**src/rtl/game_fsm.sv**
```systemverilog
`default_nettype none
// ============================================================================
// Module   : game_fsm
// Purpose  : Game flow controller. It sequences menu, play, pause, hit-grace
//            and win/lose screens, and tracks lives, level and a saturating
//            score. Button inputs are synchronized and edge detected on chip.
// Revision : 1.0  initial release
// ============================================================================
module game_fsm #(
    parameter int LIVES     = 3,
    parameter int GRACE     = 30,
    parameter int HOLD      = 120,
    parameter int MAX_LEVEL = 4
) (
    input  logic        clk,
    input  logic        reset,
    input  logic        tick,
    input  logic        start_btn,
    input  logic        pause_btn,
    input  logic        collision,
    input  logic        win,
    output logic        menuScreen,
    output logic        playerWon,
    output logic        playerLost,
    output logic        run_en,
    output logic [1:0]  lives,
    output logic [2:0]  level,
    output logic [15:0] score
);

    typedef enum logic [2:0] {
        MENU  = 3'd0,
        PLAY  = 3'd1,
        PAUSE = 3'd2,
        HIT   = 3'd3,
        WON   = 3'd4,
        LOST  = 3'd5
    } state_t;

    localparam logic [1:0] c_lives     = 2'(LIVES);
    localparam logic [7:0] c_grace     = 8'(GRACE);
    localparam logic [7:0] c_hold      = 8'(HOLD);
    localparam logic [2:0] c_max_level = 3'(MAX_LEVEL);

    // [0] and [1] are the synchronizer stages, [2] is the edge-detect history
    logic [2:0]  r_start_sync;
    logic [2:0]  r_pause_sync;
    // Walks in ones after reset; edge detection is masked until the history
    // flop holds a genuinely synchronized value, so a button held through
    // reset release is not mistaken for a press.
    logic [2:0]  r_sync_ok;
    logic        r_coll_d;

    logic        w_start_p;
    logic        w_pause_p;
    logic        w_coll_p;

    state_t      r_state;
    logic        r_resume_hit;
    logic [7:0]  r_timer;
    logic        w_timer_done;
    logic [16:0] w_score_sum;
    logic [15:0] w_score_next;

    // Synchronizers, edge-detect history and collision delay
    always_ff @(posedge clk or posedge reset) begin
        if (reset) begin
            r_start_sync <= 3'b000;
            r_pause_sync <= 3'b000;
            r_sync_ok    <= 3'b000;
            r_coll_d     <= 1'b0;
        end else begin
            r_start_sync <= {r_start_sync[1:0], start_btn};
            r_pause_sync <= {r_pause_sync[1:0], pause_btn};
            r_sync_ok    <= {r_sync_ok[1:0], 1'b1};
            r_coll_d     <= collision;
        end
    end

    assign w_start_p = r_start_sync[1] & ~r_start_sync[2] & r_sync_ok[2];
    assign w_pause_p = r_pause_sync[1] & ~r_pause_sync[2] & r_sync_ok[2];
    assign w_coll_p  = collision & ~r_coll_d;

    // The expiring tick is the one that would take the timer from 1 to 0
    assign w_timer_done = (r_timer <= 8'd1);
    assign w_score_sum  = {1'b0, score} + {14'd0, level};
    assign w_score_next = w_score_sum[16] ? 16'hFFFF : w_score_sum[15:0];

    // Moves to a new state and loads the matching registered screen flags
    task automatic enter(input state_t s);
        r_state    <= s;
        menuScreen <= (s == MENU);
        playerWon  <= (s == WON);
        playerLost <= (s == LOST);
        run_en     <= (s == PLAY) || (s == HIT);
    endtask

    // Game state machine with lives, level, score and the shared timer.
    // Events take precedence over a coincident tick, which is then dropped.
    always_ff @(posedge clk or posedge reset) begin
        if (reset) begin
            r_state      <= MENU;
            menuScreen   <= 1'b1;
            playerWon    <= 1'b0;
            playerLost   <= 1'b0;
            run_en       <= 1'b0;
            lives        <= c_lives;
            level        <= 3'd1;
            score        <= 16'd0;
            r_timer      <= 8'd0;
            r_resume_hit <= 1'b0;
        end else begin
            case (r_state)
                MENU: begin
                    if (w_start_p) begin
                        enter(PLAY);
                        lives <= c_lives;
                        level <= 3'd1;
                        score <= 16'd0;
                    end
                end
                PLAY: begin
                    if (win) begin
                        enter(WON);
                        r_timer <= c_hold;
                    end else if (w_coll_p) begin
                        if (lives <= 2'd1) begin
                            enter(LOST);
                            lives   <= 2'd0;
                            r_timer <= c_hold;
                        end else begin
                            enter(HIT);
                            lives   <= lives - 2'd1;
                            r_timer <= c_grace;
                        end
                    end else if (w_pause_p) begin
                        enter(PAUSE);
                        r_resume_hit <= 1'b0;
                    end else if (tick) begin
                        score <= w_score_next;
                    end
                end
                HIT: begin
                    if (win) begin
                        enter(WON);
                        r_timer <= c_hold;
                    end else if (w_pause_p) begin
                        enter(PAUSE);
                        r_resume_hit <= 1'b1;
                    end else if (tick) begin
                        score <= w_score_next;
                        if (w_timer_done) begin
                            enter(PLAY);
                            r_timer <= 8'd0;
                        end else begin
                            r_timer <= r_timer - 8'd1;
                        end
                    end
                end
                PAUSE: begin
                    if (w_start_p) begin
                        enter(MENU);
                    end else if (w_pause_p) begin
                        enter(r_resume_hit ? HIT : PLAY);
                    end
                end
                WON: begin
                    if (w_start_p) begin
                        enter(MENU);
                    end else if (tick) begin
                        if (w_timer_done) begin
                            r_timer <= 8'd0;
                            if (level < c_max_level) begin
                                enter(PLAY);
                                level <= level + 3'd1;
                            end else begin
                                enter(MENU);
                            end
                        end else begin
                            r_timer <= r_timer - 8'd1;
                        end
                    end
                end
                LOST: begin
                    if (w_start_p) begin
                        enter(MENU);
                    end else if (tick) begin
                        if (w_timer_done) begin
                            enter(MENU);
                            r_timer <= 8'd0;
                        end else begin
                            r_timer <= r_timer - 8'd1;
                        end
                    end
                end
                default: begin
                    enter(MENU);
                end
            endcase
        end
    end

endmodule
`default_nettype wire

```
**config.mk**
```make
export PLATFORM = sky130hd
export DESIGN_NAME = game_fsm
export DESIGN_NICKNAME = d
export VERILOG_FILES = /design/src/rtl/game_fsm.sv
export SDC_FILE = /design/constraint.sdc
export NUM_CORES = 1
export LEC_CHECK = 0
export CORE_MARGIN = 4
export CORE_UTILIZATION = 60
export DETAILED_ROUTE_END_ITERATION = 16
export DONT_BUFFER_PORTS = 1
export PLACE_DENSITY = 0.76
export SLEW_MARGIN = 10
export SYNTH_ARGS = -nofsm -noshare
export SYNTH_HDL_FRONTEND = slang
export SYNTH_SLANG_ARGS = --single-unit
```
**constraint.sdc**
```tcl
create_clock -name clk -period 2.9 [get_ports clk]
set_input_delay 0.58 -clock clk [delete_from_list [all_inputs] [get_ports clk]]
set_output_delay 0.58 -clock clk [all_outputs]
set_load 0.01 [all_outputs]
```
After elaboration in Yosys (flattened, before gate mapping)

Index checks and enable logic that the tools add are counted.

Bits in registers: 47
Input bits: 7
Logic and storage cells: 180

Add/subtract/negate cells: 4
$lt $le $gt $ge: 3
Equality and inequality tests: 31
Mux-type cells: 104
Bitwise logic cells: 8
Reduce and logical (&&, ||, !) cells: 16

Operators by type and width:

| kind                                                                   | count |
|---|---|
| 16-bit two-way mux                                                     | 7 |
| 3-bit two-way mux                                                      | 21 |
| 8-bit two-way mux                                                      | 7 |
| 1-bit two-way mux                                                      | 53 |
| 16-bit one-hot mux with 3 select lines                                 | 1 |
| 2-bit != test (second input constant)                                  | 12 |
| 8-bit one-hot mux with 3 select lines                                  | 1 |
| 3-bit != test (second input constant)                                  | 7 |
| 3-bit one-hot mux with 6 select lines                                  | 1 |
| 16-bit by 3-bit adder with 17-bit output                               | 1 |
| 4-bit != test (second input constant)                                  | 3 |
| 1-bit one-hot mux with 6 select lines                                  | 2 |
| 6-bit AND reduction                                                    | 2 |
| 2-bit two-way mux                                                      | 5 |
| 1-bit one-hot mux with 5 select lines                                  | 2 |
| 9-bit AND reduction                                                    | 1 |
| 8-bit by 1-bit <= comparator with 1-bit output (second input constant) | 1 |
| 4-bit AND reduction                                                    | 2 |
| 8-bit by 1-bit subtractor with 8-bit output (second input constant)    | 1 |
| 7-bit two-way mux                                                      | 1 |
| 2-bit by 3-bit equality test with 1-bit output (second input constant) | 2 |
| 3-bit by 2-bit equality test with 1-bit output (second input constant) | 2 |
| 3-bit equality test (second input constant)                            | 2 |
| 3-bit logical NOT                                                      | 2 |
| 18 further kinds                                                       | 27 |

Longest topological paths before layout

Depth after elaboration: 7
Depth in mapped cells: 9
Depth with buffers taken out: 8

Worst setup path after synthesis

Ideal clock, no wire load.

Path type: register to register
Start: register level[0]
End: register score[10]
Setup time: 0.099 ns
Arrival: 2.174 ns
Setup slack: 0.627 ns
Cell stages (with the launch flop): 9
Buffers on the path: 0
Period minus slack after synthesis: 2.273 ns
Path through: dfstp_2 ha_1 inv_1 fa_1 nor2b_1 o2111a_1 and4_1 a21oi_1 a311oi_1

Cells in the longest elaborated chain, start to end: 7
Elaborated cells on any way between the ends: 8

Ends and longest elaborated chain:

| what                                         | line     | RTL |
|---|---|---|
| start: declaration                           | 27       | `output logic [2:0] level,` |
| start signal: assignment                     | 175      | `level <= level + 3'd1;` |
| 16-bit by 3-bit adder with 17-bit output (*) | 86       | `assign w_score_sum = {1'b0, score} + {14'd0, level};` |
| 16-bit two-way mux (*)                       | 87       | `assign w_score_next = w_score_sum[16] ? 16'hFFFF : w_score_sum[15:0];` |
| 16-bit two-way mux (*)                       | 139, 150 |  |
| 16-bit two-way mux (*)                       | 147      | `end else if (w_pause_p) begin` |
| 16-bit two-way mux                           | 126      | `end else if (w_coll_p) begin` |
| 16-bit two-way mux                           | 123      | `if (win) begin` |
| 16-bit one-hot mux with 3 select lines (*)   | 113      | `case (r_state)` |
| end signal: assignment                       | 140      | `score <= w_score_next;` |
| end signal: assignment                       | 151      | `score <= w_score_next;` |
| end: declaration                             | 28       | `output logic [15:0] score` |

Mark *: on every way between the ends. The rest lies on a longest branch, timed or not. The select of a mux whose other input is x is not followed.
A chain may end at the register's enable or synchronous reset.

Worst setup path after layout

Start: register level[0]
End: register score[15]

Same word-level chain as after synthesis.

==> run metrics <==
status finished, final reports clean; first-pass GRT wire length 9470 um; HP Class in -> reg; worst path arrival time 2.67 ns; Pre-Repair DR Iteration Count 4; VDD IR max 0.000466 V; io pins 32; Final Setup Violations 0; CTS root buf clkbuf_8; Synth area leader dfrtp_1; RSZ-0062 raised after global routing no; Slew HR 35.5%; die area 5630 um2; worst reg2reg path depth 8; DR WL/cell 17.6 um; Routed Antenna Nets 0; multi-input logic area about 1400 um2; Area Growth Syn to Fin 5.20%; final-layout fill cell count 337; critical path class reg -> reg; Total Nets Final 290; routability cong. 0.852; Layout Skew 0.00843 ns; Mapped Nets 293; IO buf count 0; Crit. End Element flop; FFs w/ async S/R, synth 100%; Cell Area, Placed 2730 um2; Worst-path clk slew 0.09 ns; Post-synth EDFFs 0; share of cells above drive strength 1 approximately an eighth; worst path required time 3.09 ns; largest net degree at the start of global routing 48; Synth Area per Inst 9.66 um2; Finished Cell Area roughly 2800 um2; die span in x 75.0 um; placed cell count between 300 and 400; Seq/Total Area, Yosys 43.8%; final wirelength 5800 um; CTS tree yes; Fmax 403 MHz; cts repair resizes 0; Power Dens Cells 921 nW/um2; flops & latches, synth 47; DRC 0; hpwl dp 4080 um; antenna diode count 0; Hold Buf Count CTS 0; hold path depth 0; top-area cell type share of the netlist area between 30% and 40%; final worst-path cycle share 85.7%; gr ovfl total 0; Finished Layout Cells ~330; initial antenna violation count 0; Worst-Skew Late Latency 0.29 ns; crit path launch type flop; core area 4350 um2; setup TNS 0 ns; Cell variety after synth 65; min Tclk post-route ~2.5 ns; Synth Instances 279; yosys warns 0; num rows 24; final hold vios 0; commonest cells in the netlist dfrtp_1, a21oi_1, nor2_1; max-cap violations 0; critical path fanouts, max 7; Top FF cell, synth dfrtp_1; Max Slew Vio Count 0; Longest Clk Path Bufs 2; Storage cell area 1180 um2; ranking of synthesized cells by area dfrtp_1, dfstp_2, a21oi_1; Initial Utilization 61.9%; CTS buffer count 5; vias in the first global route approximately 2,000; All-Layer GR Usage 21.6%; Die H 75.0 um; Post-Syn Area between 2000 and 3000 um2; clk sinks 47; Via density 6.68; Slew @ Worst Pin between 0.9 and 1 ns; DR vias between 2,000 and 2,500; post-CTS setup buffer count 0; htree depth 2; P_leak 1.20 nW; Initial DRC Count 135; most instantiated library cell after synthesis dfrtp_1
==> layout make-up <==
type	instances	area share (%)
multi-input cells	204	49.4
flip-flops and latches	47	41.7
clock buffers	8	3.53
well taps	52	2.30
inverters	13	1.72
repair buffers	5	1.32
==> routing by layer <==
metal	GRT usage [%]	vias up	routed length, um
li1	-	1043	-
met1	31.7	1074	2760
met2	32.0	74	2630
met3	4.94	6	359
met4	6.13	0	48
met5	0	-	0
==> worst paths after layout <==
kind | startpoint | end | slack, ns
worst max-delay path | level[0] | score[15] | 0.42
worst min-delay path | start_btn | r_start_sync[0] | 0.31
worst max register to register | level[0] | score[15] | 0.42
worst min register to register | r_sync_ok[0] | r_sync_ok[1] | 0.35
max in group asynchronous | reset | r_pause_sync[1] | 1.91
min in group asynchronous | reset | r_start_sync[0] | 0.39
==> worst max-delay path: stages, from the launching register on <==
cell and delay (ns):
dfstp_2 0.60, ha_1 0.21, inv_1 0.06, fa_1 0.40, nor2b_1 0.17, o2111a_1 0.22, nand3_1 0.24, a21o_1 0.24
a221oi_1 0.24
==> state kept, by name (all words and copies together) (netlist names) <==
| signal | count |
|---|---|
| level | 3 |
| r_state | 3 |
| score | 16 |
| menuScreen | 1 |
| run_en | 1 |
| playerWon | 1 |
| r_coll_d | 1 |
| playerLost | 1 |
| r_resume_hit | 1 |
| lives | 2 |
| r_sync_ok | 3 |
| r_timer | 8 |
| r_start_sync | 3 |
| r_pause_sync | 3 |
==> power by group <==
part	switching [W]	total [W]	leakage, nW	internal (W)
logic	0.000573	0.00104	0.561	0.000470
clock network	0.000207	0.000425	0.0515	0.000218
registers	0.000303	0.00114	0.585	0.000839
==> stage by stage <==
stage / hold slack (ns) / utilization, % / total power, W / worst slack, ns
final: 0.313 / 65.1 / 0.00261 / 0.416
after global routing: 0.298 / 65.1 / 0.00279 / 0.261
after CTS: 0.309 / 65.1 / 0.00261 / 0.414
after detailed placement: 0.338 / 62.8 / 0.00218 / 0.436
after global placement: 0.334 / 62.8 / 0.00215 / 0.534
after floorplan: 0.331 / - / 0.00194 / 0.627
==> kinds of logic (layout without fill, tap and decap cells) <==
| group | count (synthesis) | after routing | share of synthesized area (%) |
|---|---|---|---|
| buf+inv | 28 | 26 | 4.37 |
| flops | 47 | 47 | 43.8 |
| fa+ha+maj | 7 | 7 | 3.53 |
| other cells | 1 | 1 | 0.139 |
| mux | 3 | 3 | 1.49 |
| compound gates | 101 | 101 | 27.0 |
| simple gates | 91 | 91 | 19.3 |
| xor+xnor | 1 | 1 | 0.325 |
==> cells in the final DEF (no fill, tap or decap), drive strengths merged, types with 2 or more instances in the layout <==
cell type  count
ha             6
a311oi         3
buf            5
and2           3
o21a           6
nand2b         4
mux2           2
nor3           9
inv           13
clkbuf         8
dfrtp         43
and3           4
o32ai          2
a21o           6
a22o           7
o22ai          2
o21ai         24
nand4          2
o211ai         3
a21oi         18
o2111ai        2
nand3b         6
nand2         16
nor2          19
nor3b          2
and4           3
nand3          9
a31oi          8
o31ai          2
dfstp          4
or4            3
o2111a         3
a211oi         3
nor2b          5
and3b          2
nor4           3
No activity file was read; power rests on OpenSTA's default activity.
